$ cat config.mk
export PLATFORM = sky130hd
export DESIGN_NAME = ahb_cmd_master
export DESIGN_NICKNAME = d
export VERILOG_FILES = /design/src/rtl/ahb_pkg.sv /design/src/rtl/ahb_cmd_fifo.sv /design/src/rtl/ahb_cmd_master.sv
export SDC_FILE = /design/constraint.sdc
export NUM_CORES = 1
export LEC_CHECK = 0
export CELL_PAD_IN_SITES_DETAIL_PLACEMENT = 0
export CELL_PAD_IN_SITES_GLOBAL_PLACEMENT = 1
export CORE_UTILIZATION = 46
export CTS_BUF_LIST = sky130_fd_sc_hd__clkbuf_4
export CTS_CLUSTER_SIZE = 28
export DETAILED_ROUTE_END_ITERATION = 10
export MAX_ROUTING_LAYER = met4
export PLACE_DENSITY = 0.78
export SYNTH_ARGS = -nofsm -noshare
export SYNTH_HDL_FRONTEND = slang
export SYNTH_SLANG_ARGS = --single-unit
$ cat constraint.sdc
create_clock -name HCLK -period 7.7 [get_ports HCLK]
set_input_delay 0.77 -clock HCLK [delete_from_list [all_inputs] [get_ports HCLK]]
set_output_delay 0.77 -clock HCLK [all_outputs]
set_load 0.005 [all_outputs]
$ cat src/rtl/ahb_pkg.sv
// ahb_pkg
// Shared AHB-Lite definitions for the command master and its FIFO.
//   HTRANS_IDLE / HTRANS_NONSEQ : transfer-type encodings driven on HTRANS
//   HSIZE_WORD                  : the only transfer size this master issues
//   HRESP_OKAY / HRESP_ERROR    : slave response encodings on HRESP
//   ahb_cmd_t                   : one queued command {write, addr, wdata}
// The command struct has fixed field widths. The master's ADDR_W/DATA_W
// parameters must equal AHB_ADDR_W/AHB_DATA_W.
package ahb_pkg;

    localparam int AHB_ADDR_W = 32;
    localparam int AHB_DATA_W = 32;

    localparam logic [1:0] HTRANS_IDLE   = 2'b00;
    localparam logic [1:0] HTRANS_NONSEQ = 2'b10;

    localparam logic [2:0] HSIZE_WORD = 3'b010;

    localparam logic HRESP_OKAY  = 1'b0;
    localparam logic HRESP_ERROR = 1'b1;

    typedef struct packed {
        logic                  write;
        logic [AHB_ADDR_W-1:0] addr;
        logic [AHB_DATA_W-1:0] wdata;
    } ahb_cmd_t;

endpackage

$ cat src/rtl/ahb_cmd_fifo.sv
// ahb_cmd_fifo
// Synchronous FIFO of ahb_cmd_t commands. Pointers and count are cleared by
// an asynchronous active-low reset. The storage array itself is not reset.
// There is no bypass: a full FIFO ignores push even when it also pops.
// Ports:
//   clk, rst_n : clock and async active-low reset
//   push       : write push_data when not full
//   push_data  : command to enqueue
//   pop        : drop the head entry when not empty
//   head       : oldest entry (meaningless while empty)
//   full       : DEPTH entries held
//   empty      : no entries held
module ahb_cmd_fifo
    import ahb_pkg::*;
#(
    parameter int DEPTH = 4
) (
    input  logic     clk,
    input  logic     rst_n,
    input  logic     push,
    input  ahb_cmd_t push_data,
    input  logic     pop,
    output ahb_cmd_t head,
    output logic     full,
    output logic     empty
);

    localparam int PTR_W = $clog2(DEPTH);
    localparam logic [PTR_W:0] FULL_COUNT = (PTR_W + 1)'(DEPTH);

    ahb_cmd_t         mem [DEPTH];
    logic [PTR_W-1:0] wr_ptr;
    logic [PTR_W-1:0] rd_ptr;
    logic [PTR_W:0]   count;
    logic             do_push;
    logic             do_pop;

    assign full    = (count == FULL_COUNT);
    assign empty   = (count == '0);
    assign do_push = push && !full;
    assign do_pop  = pop && !empty;
    assign head    = mem[rd_ptr];

    // Pointers wrap naturally because DEPTH is a power of two.
    always_ff @(posedge clk or negedge rst_n) begin
        if (!rst_n) begin
            wr_ptr <= '0;
            rd_ptr <= '0;
            count  <= '0;
        end else begin
            if (do_push) begin
                wr_ptr <= wr_ptr + 1'b1;
            end
            if (do_pop) begin
                rd_ptr <= rd_ptr + 1'b1;
            end
            case ({do_push, do_pop})
                2'b10:   count <= count + 1'b1;
                2'b01:   count <= count - 1'b1;
                default: count <= count;
            endcase
        end
    end

    always_ff @(posedge clk) begin
        if (do_push) begin
            mem[wr_ptr] <= push_data;
        end
    end

endmodule

$ cat src/rtl/ahb_cmd_master.sv
// ahb_cmd_master
// AHB-Lite single-transfer master. Commands enter through a valid/ready
// handshake into ahb_cmd_fifo. The FIFO head is driven as a NONSEQ address
// phase. On the accepting edge it moves into a data-phase register, so the
// address phase of one transfer overlaps the data phase of the previous one.
// Each completed data phase loads a response register that pulses rsp_valid
// for one cycle.
// Ports:
//   HCLK, HRESETn        : bus clock, async active-low reset
//   cmd_valid/cmd_ready  : command handshake (cmd_ready = FIFO not full)
//   cmd_write/addr/wdata : command contents
//   rsp_valid            : one-cycle pulse per completed transfer
//   rsp_write/rdata/err  : direction, read data (0 for writes), HRESP error
//   HADDR/HWRITE/HTRANS/HSIZE/HWDATA : AHB master outputs
//   HREADY/HRDATA/HRESP  : AHB slave returns
module ahb_cmd_master
    import ahb_pkg::*;
#(
    parameter int ADDR_W     = 32,
    parameter int DATA_W     = 32,
    parameter int FIFO_DEPTH = 4
) (
    input  logic              HCLK,
    input  logic              HRESETn,
    input  logic              cmd_valid,
    output logic              cmd_ready,
    input  logic              cmd_write,
    input  logic [ADDR_W-1:0] cmd_addr,
    input  logic [DATA_W-1:0] cmd_wdata,
    output logic              rsp_valid,
    output logic              rsp_write,
    output logic [DATA_W-1:0] rsp_rdata,
    output logic              rsp_err,
    output logic [ADDR_W-1:0] HADDR,
    output logic              HWRITE,
    output logic [1:0]        HTRANS,
    output logic [2:0]        HSIZE,
    output logic [DATA_W-1:0] HWDATA,
    input  logic              HREADY,
    input  logic [DATA_W-1:0] HRDATA,
    input  logic              HRESP
);

    ahb_cmd_t          push_cmd;
    ahb_cmd_t          head;
    logic              full;
    logic              empty;
    logic              push;
    logic              pop;
    logic              nonseq;
    logic              idle_hold;
    logic              complete;

    logic              dp_valid;
    logic              dp_write;
    logic [DATA_W-1:0] dp_wdata;

    assign push_cmd  = '{write: cmd_write, addr: cmd_addr, wdata: cmd_wdata};
    assign cmd_ready = !full;
    assign push      = cmd_valid && cmd_ready;

    ahb_cmd_fifo #(
        .DEPTH(FIFO_DEPTH)
    ) u_fifo (
        .clk      (HCLK),
        .rst_n    (HRESETn),
        .push     (push),
        .push_data(push_cmd),
        .pop      (pop),
        .head     (head),
        .full     (full),
        .empty    (empty)
    );

    // An IDLE address phase that was stretched by HREADY=0 stays IDLE until
    // HREADY releases. A command that arrives during the wait therefore
    // cannot change the address-phase signals mid-wait. A NONSEQ phase holds
    // by itself because the head cannot pop while HREADY is low.
    assign nonseq   = !empty && !idle_hold;
    assign HTRANS   = nonseq ? HTRANS_NONSEQ : HTRANS_IDLE;
    assign HADDR    = nonseq ? head.addr : '0;
    assign HWRITE   = nonseq && head.write;
    assign HSIZE    = HSIZE_WORD;
    assign pop      = nonseq && HREADY;
    assign complete = dp_valid && HREADY;
    assign HWDATA   = (dp_valid && dp_write) ? dp_wdata : '0;

    // The data-phase and response registers advance only on HREADY edges.
    // A reset discards any in-flight transfer without producing a response.
    always_ff @(posedge HCLK or negedge HRESETn) begin
        if (!HRESETn) begin
            idle_hold <= 1'b0;
            dp_valid  <= 1'b0;
            dp_write  <= 1'b0;
            dp_wdata  <= '0;
            rsp_valid <= 1'b0;
            rsp_write <= 1'b0;
            rsp_rdata <= '0;
            rsp_err   <= 1'b0;
        end else begin
            idle_hold <= !HREADY && !nonseq;
            if (HREADY) begin
                dp_valid <= pop;
                if (pop) begin
                    dp_write <= head.write;
                    dp_wdata <= head.wdata;
                end
            end
            rsp_valid <= complete;
            if (complete) begin
                rsp_write <= dp_write;
                rsp_rdata <= dp_write ? '0 : HRDATA;
                rsp_err   <= (HRESP == HRESP_ERROR);
            end
        end
    end

endmodule

# == Yosys cells after proc, flatten, opt, wreduce, memory -nomap -nowiden ==
# Memories as Yosys holds them, arrays and structs flattened.
# Cells that the tools add are included.
# totals
ff_bits,77
ram_bits,260
input_bits,102
wordCells,43
n_memories,1
# op_classes
addsub,4
n_eq_ne,3
muxes,7
n_reduce_logical,17
# memory_table
name,words,word_bits,read_ports,rd_ports_with_merged_regs,write_ports,line,rtl
u_fifo.mem,4,65,1,0,1,ahb_cmd_fifo.sv:31,ahb_cmd_t mem [DEPTH];
# ops
cell,count
32-bit 2-to-1 mux,3
1-bit logical AND,9
3-bit case mux with 2 select lines,1
1-bit zero test,5
2-bit by 1-bit adder with 2-bit output (second input constant),2
3-bit by 1-bit adder with 3-bit output (second input constant),1
3-bit == test (second input constant),1
3-bit zero test,1
3-bit by 1-bit subtractor with 3-bit output (second input constant),1
2-bit by 1-bit == test with 1-bit output (second input constant),1
2-bit == test (second input constant),1
1-bit 2-to-1 mux,2
2-bit 2-to-1 mux,1
2-bit AND reduction,1
2-bit nonzero test,1

# == Depth between registers and ports, before layout ==
# depth
depth_word,7
mapped_depth,9
depth_no_buf,9

# == Modules after synthesis ==
# Synthesis repeated with hierarchy kept, for this count alone.
# unflattened
hier_cells,646
area_unflattened_um2,13147.6
# by_module_without_submodules
module,n_inst,cells_each,area_each_um2
ahb_cmd_fifo,1,378,9835.7
ahb_cmd_master,1,268,3311.9

# == Least setup slack after synthesis ==
# Ideal clock, no wire load.
# synth_path
path_type,input-to-reg
start,input cmd_valid
end,"memory u_fifo.mem[0][0] (netlist name), enable pin"
setup_ns,0.430
arrival_time_ns,2.337
t_required_ns,7.270
path_slack_ns,4.933
path_stages,1
path_buffers,0
cell_sequence,and3_1
# synth_between
elab_chain_len,4
# synth_rtl
element,line,rtl
"start, declared",ahb_cmd_master.sv:25,"input logic cmd_valid,"
1-bit logical AND,ahb_cmd_master.sv:60,assign push = cmd_valid && cmd_ready;
1-bit logical AND,ahb_cmd_fifo.sv:40,assign do_push = push && !full;
1-bit 2-to-1 mux,ahb_cmd_fifo.sv:66,if (do_push) begin
1-bit 2-to-1 mux (implied by the code),ahb_cmd_fifo.sv:67,mem[wr_ptr] <= push_data;
"end, declared",ahb_cmd_fifo.sv:31,
# Every way passes these cells.

# == Worst setup path after layout ==
# layout_path
start,register u_fifo.rd_ptr[0]
end,output HADDR[8]
# layout_between
elab_chain_len,2
# layout_rtl
element,line,rtl
"start, declared",ahb_cmd_fifo.sv:33,logic [PTR_W-1:0] rd_ptr;
"start signal, assigned",ahb_cmd_fifo.sv:55,rd_ptr <= rd_ptr + 1'b1;
memory read 4 x 65 bit,--,
32-bit 2-to-1 mux,ahb_cmd_master.sv:81,assign HADDR = nonseq ? head.addr : '0;
"end, declared",ahb_cmd_master.sv:34,"output logic [ADDR_W-1:0] HADDR,"
# Every way passes these cells.

==> run metrics <==
initial antenna violation count=3; worst slew pin tran=between 1000 and 1500 ps; layout cells sized above 1=25.3%; Max Freq=234 MHz; Placement Setup Slack=4010 ps; clk buf depth=3; WL/cell=roughly 19 um; Adder-Cell Fraction of Synth Area=less than 1%; Routed Wire Length=25900 um; die height=171 um; worst path required time=around 6900 ps; Post-Synthesis Cell Area=about 13000 um2; post-synth top area share=59.8%; crit path DAT=approximately 3500 ps; synthesis-stage register bit count=337; grt total ovfl=0; Placer Congestion=0.717; crit start category=flop; ys flop type=edfxtp_1; area delta synth->final=26.1%; Worst Slack Setup Final=3430 ps; Die Area=~29000 um2; maximum fanout along the worst path=just over 40; Initial Utilization=46.9%; row cnt=61; Hold Crit Class=reg -> reg; EDFF count, synth=260; largest family of logic cells by synthesized area=multiplexers; unrepaired setup endpoints after global routing=no; Syn Inst Count=680; hpwl dp=14300 um; via count=6964; fin crit period=roughly 4300 ps; Synth Area in Compound Gates=1.28%; Reg clk slew, reported paths=about 60 ps; Ys Warns=0; DR vias/cell=5.02; largest net degree at the start of global routing=68; DIE WIDTH=171 um; H-tree lvl count=3; skew final=72.3 ps; crit share post-route=~55%; port bufs=203; Residual DRC=0; largest cells by area after synthesis=edfxtp_1, dfrtp_1, mux4_2, mux2_2, and3_1; multiplexer share of the synthesized area=14.4%; DR pass1 iterations=4; Synth Area in Simple Gates=about 6.3%; Synth top cells by count=edfxtp_1, dfrtp_1, mux4_2; Worst IR Drop VDD=238 uV; placed insts=1228; status=finished clean; vias in the first global route=7437; XOR/XNOR share of the synthesized area=less than 1%; Seq/Total Area, Yosys=74.5%; I/O pin cnt=about 210; Max Transition Viols Final=0; LEAKAGE=5.94 nW; CTS sink cnt=337; largest area contributor in the netlist=edfxtp_1; core area=27900 um2; P per Cell Area=approximately 380 nW/um2; post-CTS setup buffer count=0; Yosys cell types=28; initial drt markers=267; CP Capture Type=output port; maxcap violations=0; count leader, synth=edfxtp_1; Hold Fails Final Rpt=0; TNS Setup=0 ps; nets@finish=1047; clock root cell=clkbuf_4; Antenna Violating Nets Remaining=0; total track usage=19.0%; CTS tree=yes; final setup vio count=0; first-pass GRT wire length=40000 um; Crit Path Category=reg -> out; syn avg cell area=19.2 um2; Rel. slew slack=28.3%; final std cells w/o fill=1388; Num CTS Buffers=86; latest clock arrival within the worst-skew pair=710 ps; WHS=478 ps; asr flop ratio synth=22.8%
[layer usage]
| metal | vias up | wire [um] | track usage, % | part of all wire [%] |
|---|---|---|---|---|
| met5 | - | 0 | - | 0 |
| met4 | 0 | 442 | 6.82 | 1.7 |
| met2 | 281 | 12300 | 30.1 | 48 |
| li1 | 3192 | - | - | - |
| met1 | 3445 | 10600 | 22.2 | 41 |
| met3 | 46 | 2470 | 7.29 | 9.5 |
[area by class of cell]
cell class | count | area, um2
tap | 378 | 473
clock buffer | 125 | 938
multi-input combinational | 294 | 3040
fill | 2146 | 11400
antenna | 3 | 7.51
inverter | 8 | 30.0
sequential | 337 | 9740
timing repair buffer | 212 | 2100
clock inverter | 31 | 143
[path summary, 6_finish.rpt]
kind,start,endpoint,slack [ps],cells after the start
worst max-delay path,u_fifo.rd_ptr[0]$_DFFE_PN0P_,HADDR[8],3430,4
worst min-delay path,rsp_rdata[29]$_DFFE_PN0P_,rsp_rdata[29]$_DFFE_PN0P_,480,2
worst max register to register,u_fifo.rd_ptr[0]$_DFFE_PN0P_,dp_wdata[4]$_DFFE_PN0P_,5140,3
worst min register to register,rsp_rdata[29]$_DFFE_PN0P_,rsp_rdata[29]$_DFFE_PN0P_,480,2
max in group asynchronous,HRESETn,u_fifo.rd_ptr[1]$_DFFE_PN0P_,5980,3
min in group asynchronous,HRESETn,rsp_rdata[10]$_DFFE_PN0P_,540,2
[per-stage QoR]
stage / total power [mW] / utilization [%] / instance area, um2
2_1_floorplan: 3.93 / - / 13100
3_3_place_gp: 4.86 / 55.2 / 15400
3_5_place_dp: 4.89 / 55.2 / 15400
4_1_cts: 6.37 / 59.1 / 16500
5_1_grt: 6.65 / 59.1 / 16500
6_report: 6.25 / 59.1 / 16500
[critical path: stages, from the launching register on]
cell	delay, ps
dfrtp_4	790
buf_4	780
mux4_2	600
and2_1	170
clkdlybuf4s50_1	460
[placed cells by master, fill, tap and decap left out, types with 3 or more instances in the layout]
cell	netlist	layout
xor2_1	4	4
nand2b_1	32	32
and3_4	0	4
mux2_2	36	36
and3_1	36	32
o21ai_0	32	32
ha_1	5	5
clkdlybuf4s50_1	0	202
clkbuf_4	0	125
and2_1	34	34
buf_4	8	9
conb_1	2	4
nand2_1	34	33
mux4_2	65	65
clkinv_1	0	23
clkinv_2	0	3
inv_1	8	8
edfxtp_1	260	260
dfrtp_1	77	74
diode_2	0	3
[power by group]
part | switching, mW | internal, mW | leakage, nW | total, mW
registers | 0.260 | 2.48 | 3.32 | 2.74
logic | 0.830 | 1.22 | 1.97 | 2.05
clock network | 0.703 | 0.752 | 0.636 | 1.45
[sequential cells by signal, indices dropped and copies added (netlist names)]
register       flops
rsp_rdata         32
u_fifo.rd_ptr      2
rsp_valid          1
rsp_err            1
u_fifo.wr_ptr      2
u_fifo.mem       260
idle_hold          1
dp_wdata          32
dp_write           1
rsp_write          1
u_fifo.count       3
dp_valid           1
[kinds of logic after synthesis]
logic type	count (synthesis)
flops	337
simple gates	143
mux	102
buf+inv	51
compound gates	33
fa+ha+maj	6
xor+xnor	6
other cells	2
[what timing repair did]
action / in CTS / in global routing
resized for setup: 0 / 0
endpoints found under the setup margin: 0 / 0
hold buffers: 1 / 0
endpoints found under the hold margin: 25 / 0
Power figures use the tool's default switching activity.
